`src/rtl/wave_dsp_pkg.sv`:
```
// Shared types and arithmetic helpers for the waveform difference path.
package wave_dsp_pkg;

    typedef enum logic [1:0] {
        IDLE,
        FILL,
        RUN
    } state_t;

    typedef enum logic [1:0] {
        UNKNOWN,
        RISING,
        FALLING
    } slope_t;

    function automatic int MID_SCALE(input int data_w);
        return 1 << (data_w - 1);
    endfunction

    // Clamp a signed intermediate result into the unsigned output range [0, hi].
    function automatic int sat_clamp(input int value, input int hi);
        if (value < 0) begin
            return 0;
        end else if (value > hi) begin
            return hi;
        end else begin
            return value;
        end
    endfunction

endpackage

```
`src/rtl/lag_ring_buffer.sv`:
```
// Circular sample history; returns the sample written L_eff writes ago,
// read before this cycle's write lands.
module lag_ring_buffer #(
    parameter int DATA_W  = 8,
    parameter int LAG_MAX = 16
) (
    input  logic                             clk_50M,
    input  logic                             rst_n,
    input  logic                             i_wr_en,
    input  logic [DATA_W-1:0]                i_wr_data,
    input  logic [$clog2(LAG_MAX+1)-1:0]     i_lag_eff,
    output logic [DATA_W-1:0]                o_rd_data
);

    localparam int PTR_W = (LAG_MAX > 1) ? $clog2(LAG_MAX) : 1;

    logic [DATA_W-1:0] r_mem [LAG_MAX];
    logic [PTR_W-1:0]  r_wr_ptr;
    logic [PTR_W-1:0]  w_rd_idx;

    // Modulo subtraction done explicitly so non-power-of-two depths wrap correctly.
    always_comb begin
        w_rd_idx = '0;
        if (int'(r_wr_ptr) >= int'(i_lag_eff)) begin
            w_rd_idx = PTR_W'(int'(r_wr_ptr) - int'(i_lag_eff));
        end else begin
            w_rd_idx = PTR_W'(int'(r_wr_ptr) + LAG_MAX - int'(i_lag_eff));
        end
    end

    assign o_rd_data = r_mem[w_rd_idx];

    always_ff @(posedge clk_50M) begin
        if (!rst_n) begin
            r_wr_ptr <= '0;
        end else if (i_wr_en) begin
            if (r_wr_ptr == PTR_W'(LAG_MAX - 1)) begin
                r_wr_ptr <= '0;
            end else begin
                r_wr_ptr <= r_wr_ptr + 1'b1;
            end
        end
    end

    always_ff @(posedge clk_50M) begin
        if (i_wr_en) begin
            r_mem[r_wr_ptr] <= i_wr_data;
        end
    end

endmodule

```
`src/rtl/wave_diff_tracker.sv`:
```
// Lag-N saturating first-difference filter with slope peak/trough detection
// and peak-to-peak period measurement for the capture path.
module wave_diff_tracker
    import wave_dsp_pkg::*;
#(
    parameter int DATA_W   = 8,
    parameter int LAG_MAX  = 16,
    parameter int HYST     = 4,
    parameter int PERIOD_W = 16
) (
    input  logic                         clk_50M,
    input  logic                         rst_n,
    input  logic                         valid_in,
    input  logic [DATA_W-1:0]            wave_data,
    input  logic [$clog2(LAG_MAX+1)-1:0] lag,
    input  logic                         invert,
    input  logic                         restart_on_gap,
    output logic [DATA_W-1:0]            diff_out,
    output logic                         diff_valid,
    output logic                         sat_flag,
    output logic                         peak_flag,
    output logic                         trough_flag,
    output logic [PERIOD_W-1:0]          period_out,
    output logic                         period_valid
);

    localparam int LAG_W   = $clog2(LAG_MAX + 1);
    localparam int OUT_MAX = (1 << DATA_W) - 1;

    state_t               r_state;
    state_t               w_state_nxt;
    slope_t               r_slope;
    slope_t               w_slope_nxt;
    logic [LAG_W-1:0]     r_lag_eff;
    logic [LAG_W-1:0]     w_lag_clamped;
    logic [LAG_W-1:0]     r_fill_cnt;
    logic [PERIOD_W-1:0]  r_period_cnt;
    logic                 r_have_peak;

    logic [DATA_W-1:0]    w_delayed;
    logic [DATA_W-1:0]    w_diff;
    logic                 w_sat;
    logic                 w_out_en;
    logic                 w_restart;
    logic                 w_peak;
    logic                 w_trough;
    int                   w_d_raw;
    int                   w_d;
    int                   w_r;

    logic [DATA_W-1:0]    r_diff_out;
    logic                 r_diff_valid;
    logic                 r_sat_flag;
    logic                 r_peak_flag;
    logic                 r_trough_flag;
    logic [PERIOD_W-1:0]  r_period_out;
    logic                 r_period_valid;

    lag_ring_buffer #(
        .DATA_W  (DATA_W),
        .LAG_MAX (LAG_MAX)
    ) u_ring (
        .clk_50M   (clk_50M),
        .rst_n     (rst_n),
        .i_wr_en   (valid_in),
        .i_wr_data (wave_data),
        .i_lag_eff (r_lag_eff),
        .o_rd_data (w_delayed)
    );

    always_comb begin
        w_lag_clamped = lag;
        if (lag == '0) begin
            w_lag_clamped = LAG_W'(1);
        end else if (int'(lag) > LAG_MAX) begin
            w_lag_clamped = LAG_W'(LAG_MAX);
        end
    end

    // Output starts on the sample that completes the L_eff+1 fill.
    assign w_out_en  = valid_in &&
                       ((r_state == RUN) || ((r_state == FILL) && (r_fill_cnt == r_lag_eff)));
    assign w_restart = !valid_in && restart_on_gap && (r_state != IDLE);

    always_ff @(posedge clk_50M) begin
        if (!rst_n) begin
            r_state <= IDLE;
        end else begin
            r_state <= w_state_nxt;
        end
    end

    always_comb begin
        w_state_nxt = r_state;
        unique case (r_state)
            IDLE: begin
                if (valid_in) begin
                    w_state_nxt = FILL;
                end
            end
            FILL: begin
                if (w_restart) begin
                    w_state_nxt = IDLE;
                end else if (w_out_en) begin
                    w_state_nxt = RUN;
                end
            end
            RUN: begin
                if (w_restart) begin
                    w_state_nxt = IDLE;
                end
            end
            default: w_state_nxt = IDLE;
        endcase
    end

    // Difference arithmetic and slope tracking; slope ignores polarity.
    always_comb begin
        w_d_raw     = int'(wave_data) - int'(w_delayed);
        w_d         = invert ? -w_d_raw : w_d_raw;
        w_r         = w_d + MID_SCALE(DATA_W);
        w_sat       = (w_r < 0) || (w_r > OUT_MAX);
        w_diff      = DATA_W'(sat_clamp(w_r, OUT_MAX));
        w_slope_nxt = r_slope;
        if (w_d_raw > HYST) begin
            w_slope_nxt = RISING;
        end else if (w_d_raw < -HYST) begin
            w_slope_nxt = FALLING;
        end
        w_peak   = (r_slope == RISING)  && (w_slope_nxt == FALLING);
        w_trough = (r_slope == FALLING) && (w_slope_nxt == RISING);
    end

    always_ff @(posedge clk_50M) begin
        if (!rst_n) begin
            r_lag_eff      <= LAG_W'(1);
            r_fill_cnt     <= '0;
            r_slope        <= UNKNOWN;
            r_period_cnt   <= '0;
            r_have_peak    <= 1'b0;
            r_diff_out     <= '0;
            r_diff_valid   <= 1'b0;
            r_sat_flag     <= 1'b0;
            r_peak_flag    <= 1'b0;
            r_trough_flag  <= 1'b0;
            r_period_out   <= '0;
            r_period_valid <= 1'b0;
        end else begin
            r_diff_valid   <= w_out_en;
            r_sat_flag     <= w_out_en && w_sat;
            r_peak_flag    <= w_out_en && w_peak;
            r_trough_flag  <= w_out_en && w_trough;
            r_period_valid <= 1'b0;
            if (w_out_en) begin
                r_diff_out <= w_diff;
            end

            if (w_restart) begin
                r_fill_cnt   <= '0;
                r_slope      <= UNKNOWN;
                r_period_cnt <= '0;
                r_have_peak  <= 1'b0;
            end else if (valid_in && (r_state == IDLE)) begin
                r_lag_eff  <= w_lag_clamped;
                r_fill_cnt <= LAG_W'(1);
            end else if (valid_in && (r_state == FILL) && !w_out_en) begin
                r_fill_cnt <= r_fill_cnt + 1'b1;
            end

            // A peak closes one period and opens the next with this sample as count 1.
            if (w_out_en) begin
                r_slope <= w_slope_nxt;
                if (w_peak) begin
                    r_period_cnt <= PERIOD_W'(1);
                    r_have_peak  <= 1'b1;
                    if (r_have_peak) begin
                        r_period_out   <= r_period_cnt;
                        r_period_valid <= 1'b1;
                    end
                end else if (r_period_cnt != '1) begin
                    r_period_cnt <= r_period_cnt + 1'b1;
                end
            end
        end
    end

    assign diff_out     = r_diff_out;
    assign diff_valid   = r_diff_valid;
    assign sat_flag     = r_sat_flag;
    assign peak_flag    = r_peak_flag;
    assign trough_flag  = r_trough_flag;
    assign period_out   = r_period_out;
    assign period_valid = r_period_valid;

endmodule

```
`config.mk`:
```
export PLATFORM = sky130hd
export DESIGN_NAME = wave_diff_tracker
export DESIGN_NICKNAME = d
export VERILOG_FILES = /design/src/rtl/wave_dsp_pkg.sv /design/src/rtl/lag_ring_buffer.sv /design/src/rtl/wave_diff_tracker.sv
export SDC_FILE = /design/constraint.sdc
export NUM_CORES = 1
export LEC_CHECK = 0
export CAP_MARGIN = 20
export CORE_MARGIN = 5
export CORE_UTILIZATION = 40
export CTS_CLUSTER_DIAMETER = 200
export CTS_CLUSTER_SIZE = 40
export DETAILED_ROUTE_END_ITERATION = 6
export HOLD_SLACK_MARGIN = 0.1
export MAX_ROUTING_LAYER = met4
export PLACE_DENSITY = 0.68
export SETUP_SLACK_MARGIN = 0.1
export SLEW_MARGIN = 0
export SYNTH_ARGS = -nofsm -noshare
export SYNTH_HDL_FRONTEND = slang
export SYNTH_SLANG_ARGS = --single-unit
```
`constraint.sdc`:
```
create_clock -name clk_50M -period 23.7 [get_ports clk_50M]
set_input_delay 2.37 -clock clk_50M [delete_from_list [all_inputs] [get_ports clk_50M]]
set_output_delay 2.37 -clock clk_50M [all_outputs]
set_load 0.01 [all_outputs]
```
# == Word level (Yosys, flattened, before mapping) ==
# Memories as Yosys holds them, arrays and structs flattened.
# Cells that the tools add are included.
# word_totals
regBits,64
latch_bits,0
mem_bits_rw,128
rom_bits,0
inputBits,18
output_inout_bits,29
elab_cells,99
memories,1
# op_classes
n_addsub,9
n_mul,0
div,0
order_cmp,6
n_eq_ne,12
shifts,0
muxes,27
n_bitwise,2
n_reduce_logical,27
# mem_list
memory,words,word_bits,rd,rd_ports_with_merged_regs,wr,line_no,text
u_ring.r_mem,16,8,1,0,1,lag_ring_buffer.sv:17,logic [DATA_W-1:0] r_mem [LAG_MAX];
# ops
op,count
16-bit two-way mux,4
32-bit by 9-bit adder with 32-bit output (second input constant),1
32-bit by 9-bit greater-than comparator with 1-bit output (second input constant),1
32-bit by 1-bit < comparator with 1-bit output (second input constant),1
32-bit two-way mux,1
9-bit negation with 32-bit output,1
16-bit by 1-bit adder with 16-bit output (second input constant),1
8-bit two-way mux,2
16-bit != test (second input constant),1
2-bit two-way mux,7
1-bit logical AND,12
5-bit two-way mux,2
9-bit by 4-bit greater-than comparator with 1-bit output (second input constant),1
9-bit by 3-bit < comparator with 1-bit output (second input constant),1
3-bit AND reduction,3
8-bit by 8-bit subtractor with 9-bit output,1
4-bit by 1-bit adder with 4-bit output (second input constant),2
1-bit two-way mux,8
4-bit two-way mux,2
4-bit subtractor,2
2-bit by 1-bit equality test with 1-bit output (second input constant),3
2-bit equality test (second input constant),3
2-bit case mux with 3 select lines,1
2-bit nonzero test,3
other kinds (15),19

# == Depth between registers and ports, before layout ==
# Gate-level depths: netlist (run 1).
# An unclocked memory read counts as a cell.
# logic_depth
depth_word,12
mapped_depth,31

# == Cells and area by module ==
# From an unflattened synthesis (run 1), not the netlist that was laid out.
# unflattened
hier_cells,831
area_unflattened_um2,9561.7
# by_module_without_submodules
module,instances,cells_per_inst,area_per_inst_um2,seq_area_each_um2
lag_ring_buffer,1,304,5464.0,3923.8
wave_diff_tracker,1,527,4097.7,1201.2

# == Least setup slack after synthesis (run 1) ==
# No wires, ideal clock.
# synth_timing
kind,reg2reg
from,reg u_ring.r_wr_ptr[0]
to,reg r_diff_out[6] (netlist: diff_out[6])
t_arrival_ns,7.497
setup_slack_ns,16.065
stages_incl_launch_ff,32
path_buffers,4
cell_sequence,dfxtp_1 > inv_1 > ha_1 > inv_1 > fa_1 > clkbuf_1 > buf_1 > buf_1 > mux4_2 > mux2i_1 > nor2_1 > a21oi_1 > ha_1 > o211a_1 > a21boi_1 > or3_1 > and2_1 > buf_6 > or4_1 > ha_1 > o21ai_0 > ha_1 > nor2b_1 > a32o_1 > a31o_2 > a21boi_1 > a211oi_1 > a32o_1 > o2111ai_1 > or4_4 > nor4_4 > a311oi_1
# synth_between
elab_chain_cells,11
# synth_rtl
item,line_no,text
start: declaration,lag_ring_buffer.sv:18,logic [PTR_W-1:0] r_wr_ptr;
start signal: assignment,lag_ring_buffer.sv:40,r_wr_ptr <= r_wr_ptr + 1'b1;
4-bit by 1-bit adder with 4-bit output,lag_ring_buffer.sv:27,w_rd_idx = PTR_W'(int'(r_wr_ptr) + LAG_MAX - int'(i_lag_eff));
4-bit subtractor,lag_ring_buffer.sv:27,
4-bit two-way mux *,lag_ring_buffer.sv:24,if (int'(r_wr_ptr) >= int'(i_lag_eff)) begin
memory read 16 x 8 bit *,n/a,
8-bit by 8-bit subtractor with 9-bit output *,wave_diff_tracker.sv:119,w_d_raw = int'(wave_data) - int'(w_delayed);
9-bit negation with 32-bit output,wave_diff_tracker.sv:120,w_d = invert ? -w_d_raw : w_d_raw;
32-bit two-way mux *,wave_diff_tracker.sv:120,
32-bit by 9-bit adder with 32-bit output *,wave_diff_tracker.sv:121,w_r = w_d + MID_SCALE(DATA_W);
32-bit by 9-bit greater-than comparator with 1-bit output,wave_dsp_pkg.sv:24,end else if (value > hi) begin
8-bit two-way mux,wave_dsp_pkg.sv:24,
8-bit two-way mux *,wave_dsp_pkg.sv:22,if (value < 0) begin
end signal: assignment,wave_diff_tracker.sv:155,r_diff_out <= w_diff;
end: declaration,wave_diff_tracker.sv:51,logic [DATA_W-1:0] r_diff_out;
# Every way passes the cells marked *; elsewhere a longest branch is shown, timed or not.
# A chain may end at the register's enable or synchronous reset.

# == Final worst setup path (run 1) ==
# layout_timing
from,in wave_data[0]
to,reg r_diff_out[7] (netlist: diff_out[7])
# layout_between
elab_chain_cells,7
# layout_rtl
item,line_no,text
start: declaration,wave_diff_tracker.sv:14,"input logic [DATA_W-1:0] wave_data,"
8-bit by 8-bit subtractor with 9-bit output *,wave_diff_tracker.sv:119,
9-bit negation with 32-bit output,wave_diff_tracker.sv:120,
32-bit two-way mux *,wave_diff_tracker.sv:120,
32-bit by 9-bit adder with 32-bit output *,wave_diff_tracker.sv:121,
32-bit by 9-bit greater-than comparator with 1-bit output,wave_dsp_pkg.sv:24,
8-bit two-way mux,wave_dsp_pkg.sv:24,
8-bit two-way mux *,wave_dsp_pkg.sv:22,
# Marks and branches as above.

==> flow_metrics.tcl, run 1 <==
set metrics [dict create \
    dp_slack_ns 14.75 \
    slew_headroom_pct 34.23 \
    irDropWorstVdd_uv 53.10 \
    drt_first_pass_iters 5 \
    finalCriticalPeriod_ns 8.537 \
    cpMaxStageDelayCell "clkdlybuf4s50_1" \
    yosys_warnings 0 \
    nNetsFinal 895 \
    cts_buffers 17 \
    initial_core_util_pct 40.47 \
    via_per_inst 5.550 \
    grt_start_max_net_pins 34 \
    ant_nets 0 \
    ys_ff_latch 192 \
    cp_cell_sequence "clkdlybuf4s50_1 -> inv_1 -> ha_1 -> fa_1 -> xor2_1 -> nand3_1 -> nand3b_1 -> nor3_1 -> o21ai_0 -> ha_1 -> nor2b_1 -> o21ai_0 -> nand2_1 -> a2111oi_0 -> o221ai_1 -> a41oi_2 -> o2111ai_1 -> or4_4 -> nor4_4 -> a311oi_1" \
    worst_setup_path_end_kind "flip-flop" \
    final_cell_mix "128 x edfxtp_1, 87 x nand2_1, 67 x nor2_1" \
    die_w_um 163.9 \
    htree_levels 4 \
    yosys.area.top_type "edfxtp_1" \
    critPathTopFamily "simple AND/OR/NAND/NOR gates" \
    power.total_uw 958.9 \
    setup_ws_ns 15.16 \
    insertedDiodeCount 0 \
    path_buf_inv 2 \
    tns_ns 0 \
    io_pins 47 \
    switching_share_pct 33.47 \
    cap_viol_max_count 0 \
    wl_met3_um 881 \
    final_common_cell "edfxtp_1" \
    vias 6538 \
    post_cts_resized 0 \
    gr-usage-all-layers_pct 16.91 \
    r2r-start "u_ring.r_wr_ptr[0]$_SDFFE_PN0P_" \
    finalSetupViolCount 0 \
    finClkSkew_ns 0.008764 \
    synth_edf_count 128 \
    fp.dieH_um 163.9 \
    syn_area_mm2 0.009472 \
    comb_power_share_pct 32.6 \
    p_sw_uw 321.0 \
    drt_wl_total_mm 21.21 \
    routed.top_layer "met4" \
    seq_area_frac_synth_pct 54.11 \
    hp-start "r_slope[0]$_SDFFE_PN0P_" \
    wl_met1_mm 9.305 \
    row_count 56 \
    drcViolationCount 0 \
    drt_iter0_drc 430 \
    tritoncts "yes" \
    dp_hpwl_mm 14.42 \
    avgRoutedWirePerCell_um 18.01 \
    worst_slew_pin_slew_ns 0.9855 \
    synth_cell_types 82 \
    whs_ns 0.4292 \
    ys.flop_type "edfxtp_1" \
    synthesis.nets 855 \
    overflow 0 \
    rrSetupSlack_ns 15.22 \
    outcome "finished clean" \
    period_share_pct 36.02 \
    cts-root-buf "clkbuf_16" \
    fmax_mhz 117.1 \
    maxSlewViolCount 0 \
    crit_required_ns 23.98 \
    grt_pass1_vias 6442 \
    cts.clk_slew.worst_paths_ns 0.07 \
    drive_gt1_share_pct 11.76 \
    postCtsSetupRepairBufs 0 \
    cp_max_fo 17 \
    p_int_uw 638.0 \
    path_class "primary input to flip-flop" \
    syn-instance-count 807 \
    core_mm2 0.02340 \
    grt_pass1_wl_mm 34.74 \
    fill_cells 2167 \
    die_area_mm2 0.02686 \
    final_hold_viol_count 0 \
    area_delta_synth_final_pct 14.36 \
    pwr-share-seq_pct 37.9 \
    rsz0062_at_grt "false" \
    wl_met2_mm 10.66 \
    leakagePower_uw 0.003694 \
    synthArstFlopShare_pct 0 \
    pwr-share-clk_pct 29.4 \
    p_per_area_mw_per_mm2 88.53 \
    antenna_found_initial 0 \
    cts.sink_count 192 \
    gp_congestion 0.9055 \
    clock_latency_ns 0.42 \
    synth.avg_cell_area_um2 11.74 \
    slowest_delay_ns 0.81 \
    hp-class "flip-flop to flip-flop" \
    clockBufferDepth 2 \
    synth_area_leaders "edfxtp_1 41%, dfxtp_1 14%, mux4_2 7.6%" \
    cts_hold_buf 0 \
    synth.top_cell.area_share_pct 40.58 \
    startpoint "wave_data[0]" \
    cp.arrival_ns 8.81 \
    critPathLaunchType "primary input" \
    port_buffers 46 \
]
synth_stat cells, types with 7 or more instances:
library cell	instances
nor3b_1	8
ha_1	28
nor2_1	67
mux4_2	32
inv_1	20
nand3_1	20
nor3_1	9
o21ai_0	43
a31oi_1	8
a21oi_1	56
a211oi_1	9
nand4_1	7
and3_1	9
nand2b_1	7
clkbuf_1	22
xnor2_1	10
edfxtp_1	128
dfxtp_1	64
and2_1	24
nand2_1	87
a21o_1	8
mux2i_1	14
xor2_1	17
cell families after synthesis:
logic type / after synthesis / synth area share (%)
XOR/XNOR: 27 / 2.497
AND/OR/NAND/NOR: 271 / 14.23
buffers and inverters: 53 / 2.404
multiplexers: 52 / 9.802
adder cells (fa/ha/maj): 30 / 4.122
AO/OA/AOI/OAI: 182 / 12.84
flip-flops: 192 / 54.11
final cells by class:
type / count / area (um^2) / share of cell area (%)
Clock inverter: 13 / 150.1 / 1.386
Timing Repair Buffer: 53 / 513.0 / 4.736
Inverter: 21 / 78.83 / 0.7277
Clock buffer: 18 / 429.2 / 3.962
Sequential cell: 192 / 5125 / 47.31
Multi-Input combinational cell: 562 / 4136 / 38.19
Tap cell: 319 / 399.1 / 3.685
routing by layer:
metal / vias to the layer above / global-route usage, %
met4: 0 / 4.537
met5: - / -
met2: 162 / 27.56
met1: 3226 / 22.11
li1: 3124 / -
met3: 26 / 2.836
path summary, 6_finish.rpt:
kind,to,cells past startpoint
worst max register to register,diff_out[7]$_SDFFE_PN0P_,27
worst min-delay path,trough_flag$_SDFF_PN0_,1
worst max-delay path,diff_out[7]$_SDFFE_PN0P_,20
worst min register to register,trough_flag$_SDFF_PN0_,1
power groups by stage:
stage	logic, uW	registers (uW)	clock network, uW
floorplan	237	371	0
global placement	312	371	0
detailed placement	310	371	0
CTS	312	364	288
global route	343	364	304
finish	313	364	282
per-stage QoR:
stage          area, um^2  instances  utilization (%)
6_report            10830       1178            46.28
5_1_grt             10830       1178            46.28
4_1_cts             10830       1178            46.28
3_5_place_dp        10250       1147            43.81
3_3_place_gp        10250       1147            43.81
2_1_floorplan        9472        807                -
sequential cells by signal (all words and copies together) (netlist names):
name             flops
r_have_peak          1
peak_flag            1
diff_valid           1
r_period_cnt        16
r_state              2
period_valid         1
u_ring.r_wr_ptr      4
u_ring.r_mem       128
period_out          16
r_fill_cnt           5
r_lag_eff            5
r_slope              2
sat_flag             1
diff_out             8
trough_flag          1
worst reg2reg max path: cells and delay by family, from the launching register on:
kind | cells | cell delay, ns
flops | 1 | 0.38
simple gates | 8 | 2.45
mux | 1 | 0.58
xor+xnor | 1 | 0.45
buf+inv | 3 | 0.65
fa+ha+maj | 5 | 1.68
compound gates | 9 | 2.16
Note: power is estimated with default switching activity, not from simulation.
==> run 2, diff against run 1 <==
PLACE_DENSITY = 0.7   (was 0.68)
clock period = 7.1 ns   (was 23.7 ns; I/O delays follow)
==> run 2 against run 1 <==
Cell count increased by 7.6%. Combinational power increased to 5.0 times the previous value. Routed wire length increased by 10%. Clock-buffer cell count unchanged. Critical path depth increased by 8. Register-to-register slack got worse by 15 ns. Critical path type is now flip-flop to flip-flop. Largest cell class unchanged.
==> flow_metrics.tcl, run 2 (synthesized netlist as in run 1, its figures left out) <==
set metrics [dict create \
    outcome "finished clean" \
    period_share_pct 98.68 \
    gr-usage-all-layers_pct 17.75 \
    reg2reg_to "diff_out[6]$_SDFFE_PN0P_" \
    grt_start_max_net_pins 33 \
    drcViolationCount 0 \
    slowest_delay_ns 0.59 \
    drive_gt1_share_pct 26.48 \
    final_common_cell "edfxtp_1" \
    clock_latency_ns 0.43 \
    initial_core_util_pct 40.47 \
    largest_register "u_ring.r_mem" \
    tns_ns 0 \
    largest_register_ff_count 128 \
    avgRoutedWirePerCell_um 18.47 \
    critPathLaunchType "flip-flop" \
    row_count 56 \
    rsz0062_at_grt "true" \
    drt_first_pass_iters 5 \
    nNetsFinal 983 \
    antenna_found_initial 0 \
    hp-start "r_slope[0]$_SDFFE_PN0P_" \
    worstHoldPathCells 1 \
    finalSetupViolCount 0 \
    finalCriticalPeriod_ns 7.006 \
    cp.arrival_ns 7.28 \
    cpMaxStageDelayCell "fa_2" \
    gp_congestion 0.9198 \
    grt_pass1_wl_mm 36.63 \
    path_class "flip-flop to flip-flop" \
    met3_usage_pct 2.233 \
    die_w_um 163.9 \
    via_per_inst 5.510 \
    final_hold_viol_count 0 \
    die_area_mm2 0.02686 \
    cp-endpoint "diff_out[6]$_SDFFE_PN0P_" \
    power.total_uw 3700 \
    dp_hpwl_mm 15.89 \
    worst_slew_pin_slew_ns 1.020 \
    hp-class "flip-flop to flip-flop" \
    slew_headroom_pct 31.90 \
    fp.dieH_um 163.9 \
    p_per_area_mw_per_mm2 308.3 \
    area_delta_synth_final_pct 26.68 \
    r2r-start "u_ring.r_wr_ptr[0]$_SDFFE_PN0P_" \
    leakagePower_uw 0.004225 \
    cts.clk_slew.worst_paths_ns 0.08 \
    cts_buffers 17 \
    irDropWorstVdd_uv 191.3 \
    grt_pass1_vias 6773 \
    met1_usage_pct 23.51 \
    ant_nets 0 \
    maxSlewViolCount 0 \
    placed_cells 1220 \
    cts.sink_count 192 \
    overflow 0 \
    cts-root-buf "clkbuf_16" \
    rrSetupSlack_ns 0.09 \
    worst_setup_path_end_kind "flip-flop" \
    clockBufferDepth 2 \
    grt_busiest_layer "met2" \
    tritoncts "yes" \
    fin_area_mm2 0.01200 \
    cp_max_fo 5 \
    vias 6981 \
    worstRegToRegCells 28 \
    insertedDiodeCount 0 \
    core_mm2 0.02340 \
    grt_use_met2_pct 28.90 \
    fmax_mhz 142.7 \
    finClkSkew_ns 0.01104 \
    htree_levels 4 \
    io_pins 47 \
    crit_required_ns 7.38 \
    startpoint "u_ring.r_wr_ptr[0]$_SDFFE_PN0P_" \
    stdcell_count 1267 \
    drt_iter0_drc 675 \
    cap_viol_max_count 0 \
    placed_cell_area_mm2 0.01084 \
    path_common_cell "ha_4" \
    port_buffers 46 \
    whs_ns 0.4343 \
    drt_wl_total_mm 23.40 \
    final_cell_mix "128 x edfxtp_1, 84 x nand2_1, 83 x buf_4" \
]
[run 2: cell types whose count changed in the layout (fill, tap and decap cells not counted), moves of 4 or more]
cell / previous run / this run
a211oi_2: 1 / 6
buf_4: 7 / 83
a21oi_2: 1 / 5
ha_1: 27 / 15
buf_6: 0 / 8
a211oi_1: 9 / 3
o21ai_0: 43 / 38
ha_4: 0 / 11
a21oi_1: 56 / 49
nor2_1: 67 / 62
[run 2: cell type report]
| cell class | count | area [um^2] |
|---|---|---|
| flip-flops and latches | 192 | 5127 |
| repair buffers | 141 | 1254 |
| clock buffers | 18 | 429.2 |
| fillers | 2018 | 11400 |
| well taps | 319 | 399.1 |
| clock inverters | 14 | 143.9 |
| multi-input cells | 562 | 4564 |
| inverters | 21 | 81.33 |
[run 2: power breakdown]
part           internal, uW  switching [uW]  leakage, uW
Combinational           744             806      0.00227
Sequential             1200            8.01      0.00167
Clock                   497             441     0.000277
[run 2: how the worst min path moves through the flow]
stage                                         to  slack, ns
after detailed placement  trough_flag$_SDFF_PN0_       0.43
after global placement    trough_flag$_SDFF_PN0_       0.43
after CTS                 trough_flag$_SDFF_PN0_       0.44
after floorplan           trough_flag$_SDFF_PN0_       0.40
after global routing      trough_flag$_SDFF_PN0_       0.45
final                     trough_flag$_SDFF_PN0_       0.43
[run 2: stage by stage]
stage / utilization, % / worst slack (ns)
floorplan: - / 0.1015
global route: 51.27 / -0.1063
detailed placement: 46.30 / -0.1624
CTS: 49.13 / 0.1148
finish: 51.27 / 0.09363
global placement: 46.30 / -0.04154
[run 2: metal layers]
layer / part of all wire [%] / routed length [um]
met5: 0 / 0
met4: 2.0 / 471
met3: 5.0 / 1161
met2: 51 / 11950
met1: 42 / 9819
[run 2: repair_timing]
| item | in CTS | in global routing |
|---|---|---|
| setup endpoints to repair | 9 | 9 |
| hold buffers | 0 | 0 |
| pin swaps | 6 | 42 |
| gates resized for setup | 16 | 81 |
| cloned | 0 | 1 |
| buffers inserted | 2 | 13 |
[run 2: critical path: cells and delay by family, from the launching register on]
kind	cells	cell delay (ns)
muxes	2	0.60
DFF	1	0.32
and+or+nand+nor	6	2.22
adders and majority gates	5	1.48
buffers and inverters	4	0.38
AOI/OAI and AO/OA	11	1.82
==> edit 1, RTL diff (flow settings as in run 2) <==
Re-encode `slope_t` (3 values) as one-hot, 3 bits wide.
--- a/src/rtl/wave_dsp_pkg.sv
+++ b/src/rtl/wave_dsp_pkg.sv
@@ -8,8 +8,8 @@
     } state_t;
 
-    typedef enum logic [1:0] {
-        UNKNOWN,
-        RISING,
-        FALLING
+    typedef enum logic [2:0] {
+        UNKNOWN = 3'b001,
+        RISING  = 3'b010,
+        FALLING = 3'b100
     } slope_t;
 
Function: same outputs for any inputs over 4 cycles, from zero or initial values and one cycle with rst_n low; so few cycles prove little.
==> edit 1 against run 2 <==
- first-iteration DRC count fell by 10%
- highest routed layer unchanged
- largest cell class unchanged
- clock skew about the same
- sequential cell count is 1 higher
- critical path type unchanged
- final area shrank 3.8%
- core utilization shrank 0.57 points
- area after synthesis decreased by 1.7%
- total power decreased by 6.1%
- worst setup slack lost 0.14 ns
- count of clock-buffer cells in the layout unchanged
- wire length is 4.6% lower
- critical path depth increased by 2
- the run now ends with setup timing left
==> edit 1: results (changes against run 2) <==
- Setup TNS: -0.347 ns (was 0 ns)
- Vias in the first global route: 6577 (was 6773)
- Sequential cell area fraction in the yosys report: 55.2% (was 54.1%)
- Final setup violation count: 9 (was 0)
- Worst Max-Slew Pin Slew: 1.12 ns (was 1.02 ns)
- Hold path cells: 2 (was 1)
- Area Overhead vs Synth: 24.0% (was 26.7%)
- Worst-path clk slew: about 0.070 ns
- Syn_nets: 810 (was 855)
- Layout cells sized above 1: 23.0% (was 26.5%)
- Mapped Cells: 762 (was 807)
- Largest net degree at the start of global routing: 29 (was 33)
- Crit path max fanout: 8 (was 5)
- Post-Place Cell Area: 10800 um2 (about the same)
- Ant. Diodes: 0 (unchanged)
- Synth unique cells: 70 (was 82)
- DP Cell Count: 1169 (was 1220)
- First DRT Iteration DRCs: 606 (was 675)
- Bufs on Longest Clock Path: 2 (unchanged)
- Post-synth top cells: edfxtp_1 (128), nor2_1 (75), dfxtp_1 (65), o21ai_0 (49), nand2_1 (40) (was edfxtp_1 (128), nand2_1 (87), nor2_1 (67), dfxtp_1 (64), a21oi_1 (56))
- Worst Hold Class: reg -> reg (unchanged)
- Clk pwr share: 27.9% (was 25.3%)
- Net Switching: 1.13 mW (was 1.25 mW)
- Gpl congestion: 0.928 (was 0.920)
- Total CTS buffers: 17 (unchanged)
- Antenna-violating nets left: 0 (unchanged)
- Final-layout fill cell count: 1949 (was 2018)
- Final wirelength: 22300 um (was 23400 um)
- P_leak: 4.12 nW (was 4.22 nW)
- I/O Buffers: 46 (unchanged)
- Nets: 936 (was 983)
- Wire per inst: 18.4 um (was 18.5 um)
- Synth top area cells: edfxtp_1 (41%), dfxtp_1 (14%), mux4_2 (7.7%) (was edfxtp_1 (41%), dfxtp_1 (14%), mux4_2 (7.6%))
- Status: finished with violations (was finished clean)
- Top delay family on crit path: simple AND/OR/NAND/NOR gates (unchanged)
- Failing checks: setup timing
- Final setup margin: -0.0511 ns (was 0.0936 ns)
- Dpl ws: -0.169 ns (was -0.162 ns)
- Power Total: 3.48 mW (was 3.70 mW)
- Arr. time, crit path: 7.47 ns (was 7.28 ns)
- Detailed placer's ending HPWL: 15600 um (was 15900 um)
- Peak VDD IR: 0.178 mV (was 0.191 mV)
- Global Route Usage Sum: 17.6% (was 17.7%)
- Reg2reg path depth: 30 (was 28)
- Vias: 6666 (was 6981)
- Slowest-stage cell, CP: fa_2 (unchanged)
- First-pass GRT wire length: 35700 um (was 36600 um)
- Clock latency on the worst-skew pair: 0.44 ns
- Final clock skew: 0.0112 ns (was 0.0110 ns)
- H-tree levels: 4 (unchanged)
## edit 1: worst paths after layout
kind,from,endpoint,slack (ns)
worst max register to register,u_ring.r_wr_ptr[0]$_SDFFE_PN0P_,diff_out[0]$_SDFFE_PN0P_,-0.05
worst max-delay path,u_ring.r_wr_ptr[0]$_SDFFE_PN0P_,diff_out[0]$_SDFFE_PN0P_,-0.05
worst min register to register,diff_out[7]$_SDFFE_PN0P_,diff_out[7]$_SDFFE_PN0P_,0.45
worst min-delay path,diff_out[7]$_SDFFE_PN0P_,diff_out[7]$_SDFFE_PN0P_,0.45
## edit 1: tightest hold or removal path, delay by kind of cell, from the launching register on
family           cells  cell delay [ns]
AO/OA/AOI/OAI        1             0.05
flip-flops           1             0.31
AND/OR/NAND/NOR      1             0.05
## edit 1: metal layers
layer / vias up / routed length [um] / global-route usage, %
met5: - / 0 / -
met4: 0 / 350 / 4.80
met3: 32 / 1230 / 2.86
met2: 213 / 11000 / 28.7
met1: 3258 / 9800 / 23.0
li1: 3163 / - / -
## edit 1: timing repair
action	in CTS	in global routing
endpoints found under the setup margin	9	9
gates cloned	1	0
pin swaps	2	1
buffers inserted	10	2
gates resized for setup	11	7
hold buffers	0	0
## edit 1: layout make-up
class	instances	area share, %
sequential	193	44.6
clock inverter	14	1.45
clock buffer	18	3.72
timing repair buffer	140	10.7
inverter	18	0.585
tap	313	3.39
multi-input combinational	518	35.5
## edit 1: cells by family (layout without fill, tap and decap cells)
group / after synthesis / after routing / synth area share (%)
fa+ha+maj: 30 / 30 / 4.19
compound gates: 155 / 155 / 10.9
mux: 69 / 69 / 11.8
flops: 193 / 193 / 55.2
simple gates: 233 / 233 / 12.9
xor+xnor: 31 / 31 / 2.92
buf+inv: 51 / 190 / 2.08
==> edit 2, RTL diff (settings of run 2) <==
Without the edit above. Set the parameter `PERIOD_W` to 20 (it was 16).
--- a/src/rtl/wave_diff_tracker.sv
+++ b/src/rtl/wave_diff_tracker.sv
@@ -7,5 +7,5 @@
     parameter int LAG_MAX  = 16,
     parameter int HYST     = 4,
-    parameter int PERIOD_W = 16
+    parameter int PERIOD_W = 20
 ) (
     input  logic                         clk_50M,
Interface: changed (resized period_out); port bits go from 47 to 51. The function was not compared with the original's and may differ.
==> edit 2 against run 2 <==
- count of clock-buffer cells in the layout decreased by 1
- worst setup slack improved by 0.27 ns
- area after synthesis increased by 2.5%
- wire length decreased by 4.4%
- total power decreased by 4.8%
- sequential cell count increased by 8
- final area decreased by 1.9%
- global-route usage decreased by 1.2 points
==> edit 2: results (changes against run 2) <==
- DP Cell Count: 1183 (was 1220)
- First-pass GRT wire length: 36100 um (was 36600 um)
- P_leak: 3.98 nW (was 4.22 nW)
- Post-synth top cells: edfxtp_1 (128), nor2_1 (77), dfxtp_1 (72), nand2_1 (44), a21oi_1 (42) (was edfxtp_1 (128), nand2_1 (87), nor2_1 (67), dfxtp_1 (64), a21oi_1 (56))
- Mapped Cells: 803 (was 807)
- I/O Buffers: 50 (was 46)
- First DRT Iteration DRCs: 575 (was 675)
- Nets: 937 (was 983)
- Ant. Diodes: 0 (unchanged)
- Peak VDD IR: 0.184 mV (was 0.191 mV)
- Worst Max-Slew Pin Slew: 0.891 ns (was 1.02 ns)
- Post-synth ARST share: 0% (unchanged)
- Synth top area cells: edfxtp_1 (40%), dfxtp_1 (15%), mux4_2 (7.4%) (was edfxtp_1 (41%), dfxtp_1 (14%), mux4_2 (7.6%))
- Status: finished clean (unchanged)
- Post-Place Cell Area: 10800 um2 (about the same)
- Number of vias per cell: 5.64 (was 5.51)
- Global Route Usage Sum: 16.6% (was 17.7%)
- Layout cells sized above 1: 19.1% (was 26.5%)
- Gpl congestion: 0.944 (was 0.920)
- Sequential cell area fraction in the yosys report: 54.4% (was 54.1%)
- Largest net degree at the start of global routing: 50 (was 33)
- Detailed placer's ending HPWL: 15100 um (was 15900 um)
- Top delay family on crit path: compound AO/OA/AOI/OAI gates (was simple AND/OR/NAND/NOR gates)
- Clock latency on the worst-skew pair: 0.45 ns (was 0.43 ns)
- Crit path max fanout: 8 (was 5)
- Final std cells w/o fill: 1226 (was 1267)
- Final clock skew: 0.0123 ns (was 0.0110 ns)
- Arr. time, crit path: 7.07 ns (was 7.28 ns)
- Antenna violations before repair: 0 (unchanged)
- Initial DRT Pass Iterations: 7 (was 5)
- Dpl ws: 0.0311 ns (was -0.162 ns)
- Vias in the first global route: 6867 (was 6773)
- Synth unique cells: 81 (was 82)
- Critical path's largest stage delay: 0.56 ns (was 0.59 ns)
- Final wirelength: 22400 um (was 23400 um)
- Syn_nets: 851 (was 855)
edit 2: cell count changes after synthesis, sizes merged, moves of 5 or more:
| cell | before | now |
|---|---|---|
| a21oi | 57 | 45 |
| a221o | 1 | 9 |
| and2 | 27 | 19 |
| dfxtp | 64 | 72 |
| mux2i | 14 | 34 |
| nand2 | 89 | 45 |
| nand4 | 7 | 15 |
| nor2 | 68 | 77 |
| o21ai | 46 | 34 |
| o22ai | 0 | 5 |
| or3 | 3 | 15 |
| xnor2 | 10 | 17 |
edit 2: timing repair:
action                                 4_1_cts  5_1_grt
cloned                                       1        0
pin swaps                                    2       12
endpoints found under the hold margin        0        0
resized for setup                            5       35
setup endpoints to repair                    8        9
setup buffers                                2        8
edit 2: worst paths after layout:
path,end,slack [ns],from,depth (start not counted)
hold reg to reg,trough_flag$_SDFF_PN0_,0.45,r_slope[0]$_SDFFE_PN0P_,1
setup / recovery,diff_out[4]$_SDFFE_PN0P_,0.36,r_lag_eff[0]$_SDFFE_PN1P_,29
setup reg to reg,diff_out[4]$_SDFFE_PN0P_,0.36,r_lag_eff[0]$_SDFFE_PN1P_,29
hold / removal,trough_flag$_SDFF_PN0_,0.45,r_slope[0]$_SDFFE_PN0P_,1
edit 2: cell type report:
cell class / instances / area (um2)
Multi-Input combinational cell: 550 / 4430
Sequential cell: 200 / 5290
Fill cell: 2152 / 12300
Timing Repair Buffer: 99 / 918
Clock buffer: 17 / 425
Inverter: 21 / 78.8
Clock inverter: 15 / 226
Tap cell: 324 / 405
edit 2: logic make-up (layout without fill, tap and decap cells):
logic type | Yosys count | count (layout) | share of synthesized area (%)
adders and majority gates | 30 | 30 | 4.02
DFF | 200 | 200 | 54.4
muxes | 72 | 72 | 11.6
AOI/OAI and AO/OA | 158 | 158 | 11.3
and+or+nand+nor | 259 | 259 | 13.5
buffers and inverters | 53 | 152 | 2.22
xor gates and xnor gates | 31 | 31 | 2.87
edit 2: metrics by stage:
step                util (%)  hold WS, ns  power, mW
finish                  48.8        0.454       3.52
global route            48.8        0.483       3.70
CTS                     47.8        0.453       3.40
detailed placement      44.8        0.445       2.34
global placement        44.8        0.439       2.35
floorplan                  -        0.418       2.03
edit 2: power by group:
part	total [mW]	leakage (nW)	switching [mW]	internal, mW
Combinational	1.22	1.93	0.677	0.539
Sequential	1.26	1.74	0.00922	1.25
Clock	1.05	0.317	0.518	0.530
Total	3.52	3.98	1.20	2.32
edit 2: routing by layer:
metal  up-vias  routed length [um]  track usage [%]
li1       3254                   -                -
met1      3430                9650             20.7
met2       184               11400             28.0
met3        48                 815             2.45
met4         0                 550             5.13
met5         -                   0                -
